--- config.mk ---
export PLATFORM = sky130hd
export DESIGN_NAME = mp_add_seq_flat
export DESIGN_NICKNAME = d
export VERILOG_FILES = /design/src/rtl/mp_add_seq_pkg.sv /design/src/rtl/mp_add_seq_if.sv /design/src/rtl/mp_add_seq_adder.sv /design/src/rtl/mp_add_seq.sv /design/src/flat_wrapper.sv
export SDC_FILE = /design/constraint.sdc
export NUM_CORES = 1
export LEC_CHECK = 0
export ABC_AREA = 1
export CORE_ASPECT_RATIO = 1.1
export CORE_MARGIN = 2
export CORE_UTILIZATION = 35
export CTS_BUF_LIST = sky130_fd_sc_hd__clkbuf_8
export CTS_CLUSTER_SIZE = 40
export DETAILED_ROUTE_END_ITERATION = 8
export GPL_TIMING_DRIVEN = 0
export HOLD_SLACK_MARGIN = 0.06
export PLACE_DENSITY_LB_ADDON = 0.05
export SLEW_MARGIN = 20
export SYNTH_ARGS = -nofsm -noshare
export SYNTH_HDL_FRONTEND = slang
export SYNTH_SLANG_ARGS = --single-unit
--- constraint.sdc ---
create_clock -name clk -period 3.8 [get_ports clk]
set_input_delay 0.76 -clock clk [delete_from_list [all_inputs] [get_ports clk]]
set_output_delay 0.76 -clock clk [all_outputs]
set_load 0.02 [all_outputs]
--- src/rtl/mp_add_seq_pkg.sv ---
// Shared types and defaults for the multi-precision add/subtract sequencer.
package mp_add_seq_pkg;

  localparam int WORD_DEF   = 16;
  localparam int NWORDS_DEF = 4;

  typedef enum logic [1:0] {
    ST_IDLE = 2'd0,
    ST_RUN  = 2'd1,
    ST_DONE = 2'd2
  } state_t;

endpackage

--- src/rtl/mp_add_seq_if.sv ---
// Request/result bundle of mp_add_seq. The master drives start and operands;
// the slave returns status, result and its current FSM state for observation.
interface mp_add_seq_if
  import mp_add_seq_pkg::*;
#(
  parameter int WORD   = WORD_DEF,
  parameter int NWORDS = NWORDS_DEF
);
  localparam int W = WORD * NWORDS;

  // start is a request pulse; it is taken only while busy is low, and done
  // marks the single cycle in which a new result first becomes valid.
  logic         start;
  logic         sub;
  logic [W-1:0] opa;
  logic [W-1:0] opb;
  logic         busy;
  logic         done;
  logic [W-1:0] result;
  logic         cout;
  logic         ovf;
  state_t       dbg_state;

  modport master (
    output start, sub, opa, opb,
    input  busy, done, result, cout, ovf, dbg_state
  );

  modport slave (
    input  start, sub, opa, opb,
    output busy, done, result, cout, ovf, dbg_state
  );
endinterface

--- src/rtl/mp_add_seq_adder.sv ---
// Plain combinational ripple adder slice with carry in and carry out.
module adder #(
  parameter int size = 16
) (
  input  logic [size-1:0] a,
  input  logic [size-1:0] b,
  input  logic            cin,
  output logic [size-1:0] sum,
  output logic            cout
);
  assign {cout, sum} = {1'b0, a} + {1'b0, b} + {{size{1'b0}}, cin};
endmodule

--- src/rtl/mp_add_seq.sv ---
// Wide add/subtract computed one WORD-bit slice per cycle through a single
// shared adder, least significant slice first, with the carry registered.
module mp_add_seq
  import mp_add_seq_pkg::*;
#(
  parameter int WORD   = WORD_DEF,
  parameter int NWORDS = NWORDS_DEF,
  parameter int IW     = 2
) (
  input  logic           clk,
  input  logic           rst,
  mp_add_seq_if.slave    bus
);
  localparam logic [IW-1:0] LAST = IW'(NWORDS - 1);

  state_t                       state;
  logic [IW-1:0]                idx;
  logic                         carry;
  logic [NWORDS-1:0][WORD-1:0]  a_q;
  logic [NWORDS-1:0][WORD-1:0]  b_q;
  logic [NWORDS-1:0][WORD-1:0]  result_q;
  logic                         cout_q;
  logic                         ovf_q;
  logic                         busy_q;
  logic                         done_q;
  logic [WORD-1:0]              sum;
  logic                         slice_cout;

  adder #(.size(WORD)) u_adder (
    .a    (a_q[idx]),
    .b    (b_q[idx]),
    .cin  (carry),
    .sum  (sum),
    .cout (slice_cout)
  );

  // b_q holds the already-inverted operand for subtraction, so the overflow
  // test below is the plain same-sign-in, different-sign-out rule.
  always_ff @(posedge clk) begin
    if (rst) begin
      state    <= ST_IDLE;
      idx      <= '0;
      carry    <= 1'b0;
      a_q      <= '0;
      b_q      <= '0;
      result_q <= '0;
      cout_q   <= 1'b0;
      ovf_q    <= 1'b0;
      busy_q   <= 1'b0;
      done_q   <= 1'b0;
    end else begin
      case (state)
        ST_IDLE, ST_DONE: begin
          done_q <= 1'b0;
          if (bus.start) begin
            a_q      <= bus.opa;
            b_q      <= bus.sub ? ~bus.opb : bus.opb;
            carry    <= bus.sub;
            idx      <= '0;
            result_q <= '0;
            cout_q   <= 1'b0;
            ovf_q    <= 1'b0;
            busy_q   <= 1'b1;
            state    <= ST_RUN;
          end else begin
            state <= ST_IDLE;
          end
        end
        ST_RUN: begin
          result_q[idx] <= sum;
          carry         <= slice_cout;
          idx           <= idx + 1'b1;
          if (idx == LAST) begin
            cout_q <= slice_cout;
            ovf_q  <= (a_q[NWORDS-1][WORD-1] == b_q[NWORDS-1][WORD-1]) &&
                      (sum[WORD-1] != a_q[NWORDS-1][WORD-1]);
            busy_q <= 1'b0;
            done_q <= 1'b1;
            state  <= ST_DONE;
          end
        end
        default: state <= ST_IDLE;
      endcase
    end
  end

  assign bus.busy      = busy_q;
  assign bus.done      = done_q;
  assign bus.result    = result_q;
  assign bus.cout      = cout_q;
  assign bus.ovf       = ovf_q;
  assign bus.dbg_state = state;

endmodule

--- src/flat_wrapper.sv ---
// flat-port wrapper written by rule: the top's interface ports become plain ports
module mp_add_seq_flat import mp_add_seq_pkg::*;
#(
  parameter int WORD   = WORD_DEF,
  parameter int NWORDS = NWORDS_DEF,
  parameter int IW     = 2
)
  (clk, rst, bus_start, bus_sub, bus_opa, bus_opb, bus_busy, bus_done, bus_result, bus_cout, bus_ovf, bus_dbg_state);
  mp_add_seq_if #(.WORD(WORD), .NWORDS(NWORDS)) bus_i ();
  input  logic clk;
  input  logic rst;
  input wire logic [$bits(bus_i.start)-1:0] bus_start;
  input wire logic [$bits(bus_i.sub)-1:0] bus_sub;
  input wire logic [$bits(bus_i.opa)-1:0] bus_opa;
  input wire logic [$bits(bus_i.opb)-1:0] bus_opb;
  output wire logic [$bits(bus_i.busy)-1:0] bus_busy;
  output wire logic [$bits(bus_i.done)-1:0] bus_done;
  output wire logic [$bits(bus_i.result)-1:0] bus_result;
  output wire logic [$bits(bus_i.cout)-1:0] bus_cout;
  output wire logic [$bits(bus_i.ovf)-1:0] bus_ovf;
  output wire logic [$bits(bus_i.dbg_state)-1:0] bus_dbg_state;
  assign bus_i.start = bus_start;
  assign bus_i.sub = bus_sub;
  assign bus_i.opa = bus_opa;
  assign bus_i.opb = bus_opb;
  assign bus_busy = bus_i.busy;
  assign bus_done = bus_i.done;
  assign bus_result = bus_i.result;
  assign bus_cout = bus_i.cout;
  assign bus_ovf = bus_i.ovf;
  assign bus_dbg_state = bus_i.dbg_state;
  mp_add_seq #(.WORD(WORD), .NWORDS(NWORDS), .IW(IW)) u_core (.clk(clk), .rst(rst), .bus(bus_i));
endmodule
==> impl_metrics.csv <==
group,metric,value,unit
worst_hold_path,worstHoldPathCells,2,
worst_setup_path,reg2reg_from,"u_core.idx[0]",
floorplan,row_count,62,
floorplan,die-width,159,µm
routing,detail_route.vias_per_cell,4.91,
sta,period_share,0.924,
synth,ys_dominant_reg_cell,"sky130_fd_sc_hd__dfxtp_1",
global_route,grtUsageTotal,0.226,
synth,synth.top_cell.area_share,0.436,
worst_setup_path,critPathCaptureType,"flip-flop",
synth,synthDominantAreaCellType,"sky130_fd_sc_hd__dfxtp_1",
pwr,ir_drop,0.164,mV
sta,timing.final.setup_violations,0,
routing,total_detailed_routing_wirelength,31.9,mm
clock_network,htree_levels,2,
worst_setup_path,critical-path-max-stage-delay,500,ps
synth,synthesis.area,0.00922,mm²
worst_setup_path,cp_common_cell,"sky130_fd_sc_hd__nand2_1",
worst_setup_path,worstSetupPathDepth,15,
synth,yosysWarnings,0,
clock_network,cts.hold.buffers_added,0,
global_route,grt_pass1_vias,8625,
layout,layout-area-overhead-vs-synth,33.2,%
sta,grt_setup_unrepaired,"false",
sta,layout_min_cycle_time,3510,ps
worst_setup_path,timing.critical_path.cells,"buf_2 > clkbuf_1 > nor2_1 > o22ai_1 > fa_1 > inv_1 > fa_1 > inv_1 > nand3_1 > nand2_2 > nand2_1 > nand2_1 > xor2_2 > nand2_1 > a21oi_1",
routing,dr.first_iter.drc_count,615,
sta,max_clk_rate,285,MHz
routing,drt_drc_violations_left,0,
layout,insertedDiodeCount,0,
synth,synth_edf_count,0,
placement,post-dp-hpwl,25.1,mm
floorplan,dieHeight,174,µm
worst_setup_path,r2r_end,"u_core.bus.result[6]",
layout,fillerInstances,2696,
synth,synth_seq_area_share,0.436,
sta,fin_setup_tns,0,ps
synth,post_synth_most_frequent_cells,"sky130_fd_sc_hd__nor2_1, sky130_fd_sc_hd__dfxtp_1, sky130_fd_sc_hd__o21ai_0",
routing,wl_per_cell,17.4,µm
routing,detailedRoute.firstPassIterationCount,5,
sta,finClkSkew,26.5,ps
worst_setup_path,critical_path.top_delay_family,"buffers and inverters",
synth,ys_ff_latch,201,
routing,routed_antenna_nets,0,
pwr,pwr_total,5.60,mW
clock_network,cts.reportedPaths.clkPinSlew,70,ps
worst_hold_path,hold_start,"u_core.bus.result[58]",
worst_setup_path,r2r_slack,290,ps
clock_network,cts_setup_buffers,0,
worst_setup_path,critPathLaunchType,"flip-flop",
worst_setup_path,cpMaxStageDelayCell,"sky130_fd_sc_hd__clkbuf_1",
placement,port-buffer-count,200,
worst_setup_path,cp.buffers_inverters,4,
clock_network,clkSinkCount,201,
clock_network,cts_tree,"done",
clock_network,clk_root_buf,"sky130_fd_sc_hd__clkbuf_8",
worst_hold_path,hp-class,"flip-flop to flip-flop",
sta,worst_pin_slew,787,ps
run,maxCapViolations,0,
clock_network,number_of_buffers_created_by_cts,34,
floorplan,placeableCoreArea,0.0260,mm²
clock_network,post_cts_resize_count,0,
global_route,grt_overflow_total,0,
global_route,grt_first_pass_wirelength,48.4,mm
layout,finalCoreUtilization,0.473,
layout,multiInputGateArea,0.00466,mm²
routing,num_vias,9002,
global_route,antenna_found_initial,0,
pwr,powerDensity,456,mW/mm²
synth,synth_area_per_cell,7.48,µm²
worst_setup_path,critPathLaunch,"u_core.idx[0]",
floorplan,floorplan.initialDensity,0.355,
synth,synthArstFlopShare,0,
worst_setup_path,cp_max_fo,10,
sta,finalMaxSlewViolations,0,
clock_network,cts_max_path_buffers,3,
sta,hold_violations,0,
placement,global_placer_s_final_weighted_congestion,0.862,
layout,num-nets-final,1620,
clock_network,worst_skew_late_latency,520,ps
synth,top_post_synthesis_cells_by_area,"sky130_fd_sc_hd__dfxtp_1, sky130_fd_sc_hd__o21ai_0, sky130_fd_sc_hd__nor2_1",
worst_setup_path,rr_worst_depth,15,
worst_setup_path,startpoint_to_endpoint_class_of_the_critical_path,"flip-flop to flip-flop",
layout,sequential_cell_area,0.00402,mm²
worst_hold_path,hold-path-endpoint,"u_core.bus.result[58]",
pwr,power_leakage,4.82,nW
synth,synth_most_common_cell,"sky130_fd_sc_hd__nor2_1",
worst_setup_path,worstPathRequired,4250,ps
floorplan,floorplan.die_area,0.0277,mm²
layout,drive_gt1_frac,0.0756,
worst_setup_path,data_arrival_time_of_the_worst_path,3960,ps
synth,synthesis.instances,1233,
global_route,grt_max_degree,12,
run_status,run_status,"completed",
synth,synth_cell_type_count,36,
sta,relative_slew_slack,0.472,
synth,synthesized_net_count,1386,
floorplan,ioPinCount,202,
## placed cells by master, fill, tap and decap left out, types with 5 or more instances in the layout
| cell | synthesis | final |
|---|---|---|
| sky130_fd_sc_hd__nand3_1 | 48 | 48 |
| sky130_fd_sc_hd__clkdlybuf4s50_1 | 0 | 200 |
| sky130_fd_sc_hd__ha_1 | 19 | 19 |
| sky130_fd_sc_hd__nand2_2 | 7 | 7 |
| sky130_fd_sc_hd__clkbuf_8 | 0 | 42 |
| sky130_fd_sc_hd__o22ai_1 | 28 | 28 |
| sky130_fd_sc_hd__a21oi_1 | 132 | 132 |
| sky130_fd_sc_hd__or2_2 | 5 | 5 |
| sky130_fd_sc_hd__inv_1 | 36 | 40 |
| sky130_fd_sc_hd__o21ai_0 | 193 | 193 |
| sky130_fd_sc_hd__nor2_1 | 202 | 202 |
| sky130_fd_sc_hd__buf_2 | 31 | 31 |
| sky130_fd_sc_hd__inv_2 | 6 | 6 |
| sky130_fd_sc_hd__nor2_4 | 5 | 5 |
| sky130_fd_sc_hd__dfxtp_1 | 201 | 201 |
| sky130_fd_sc_hd__xnor2_1 | 65 | 65 |
| sky130_fd_sc_hd__nand2_1 | 173 | 173 |
| sky130_fd_sc_hd__clkbuf_1 | 45 | 44 |
## worst max-delay path by stage
| stage | to | slack (ps) |
|---|---|---|
| 2_1_floorplan | u_core.bus.result[22] | 1170 |
| 3_3_place_gp | u_core.bus.result[6] | 170 |
| 3_5_place_dp | u_core.bus.result[6] | 140 |
| 4_1_cts | u_core.bus.result[6] | 90 |
| 5_1_grt | u_core.bus.result[6] | 50 |
| 6_report | u_core.bus.result[6] | 290 |
## metrics by stage
step	instances	setup WS, ps	hold WS, ps	cell area, µm²
final	1834	290	450	12300
after global routing	1834	46.7	466	12300
after CTS	1836	91.5	452	12300
after detailed placement	1785	139	441	11700
after global placement	1785	171	443	11700
after floorplan	1233	1170	449	9220
## cell type report
class                           instances  share of cell area
Multi-Input combinational cell        905               0.379
Sequential cell                       201               0.328
Timing Repair Buffer                  200               0.163
Clock buffer                           42              0.0471
Tap cell                              352              0.0359
Buffer                                 81              0.0304
Inverter                               44              0.0136
Clock inverter                          9             0.00346
## worst min-delay path: stages, from the launching register on
cell,delay (ps)
sky130_fd_sc_hd__dfxtp_1,310
sky130_fd_sc_hd__nand2_1,60
sky130_fd_sc_hd__nand2_1,40
## report_power, final
group          total [mW]  leakage [nW]  internal (mW)  switching, mW
clock network        1.84         0.339          0.984          0.851
registers            2.37          1.65           2.26          0.105
logic                1.40          2.83          0.527          0.868
## sequential cells by signal (all words and copies together) (netlist names)
name,flops
u_core.bus.ovf,1
u_core.bus.dbg_state,2
u_core.a_q,64
u_core.bus.cout,1
u_core.b_q,64
u_core.idx,2
u_core.bus.busy,1
u_core.bus.done,1
u_core.carry,1
u_core.bus.result,64
## routing by layer
metal | wire, µm | vias to the layer above | track usage
met5 | 0 | - | 0
met4 | 974 | 0 | 0.0780
met1 | 13900 | 4091 | 0.284
met2 | 15000 | 301 | 0.388
met3 | 2030 | 56 | 0.0439
li1 | - | 4554 | -
## logic make-up (layout without fill, tap and decap cells)
logic type / count (synthesis) / after routing / synth area share
and+or+nand+nor: 450 / 450 / 0.202
buffers and inverters: 127 / 376 / 0.0594
AOI/OAI and AO/OA: 365 / 365 / 0.206
adders and majority gates: 21 / 21 / 0.0301
DFF: 201 / 201 / 0.436
xor gates and xnor gates: 69 / 69 / 0.0655
No activity file was read; power rests on OpenSTA's default activity.
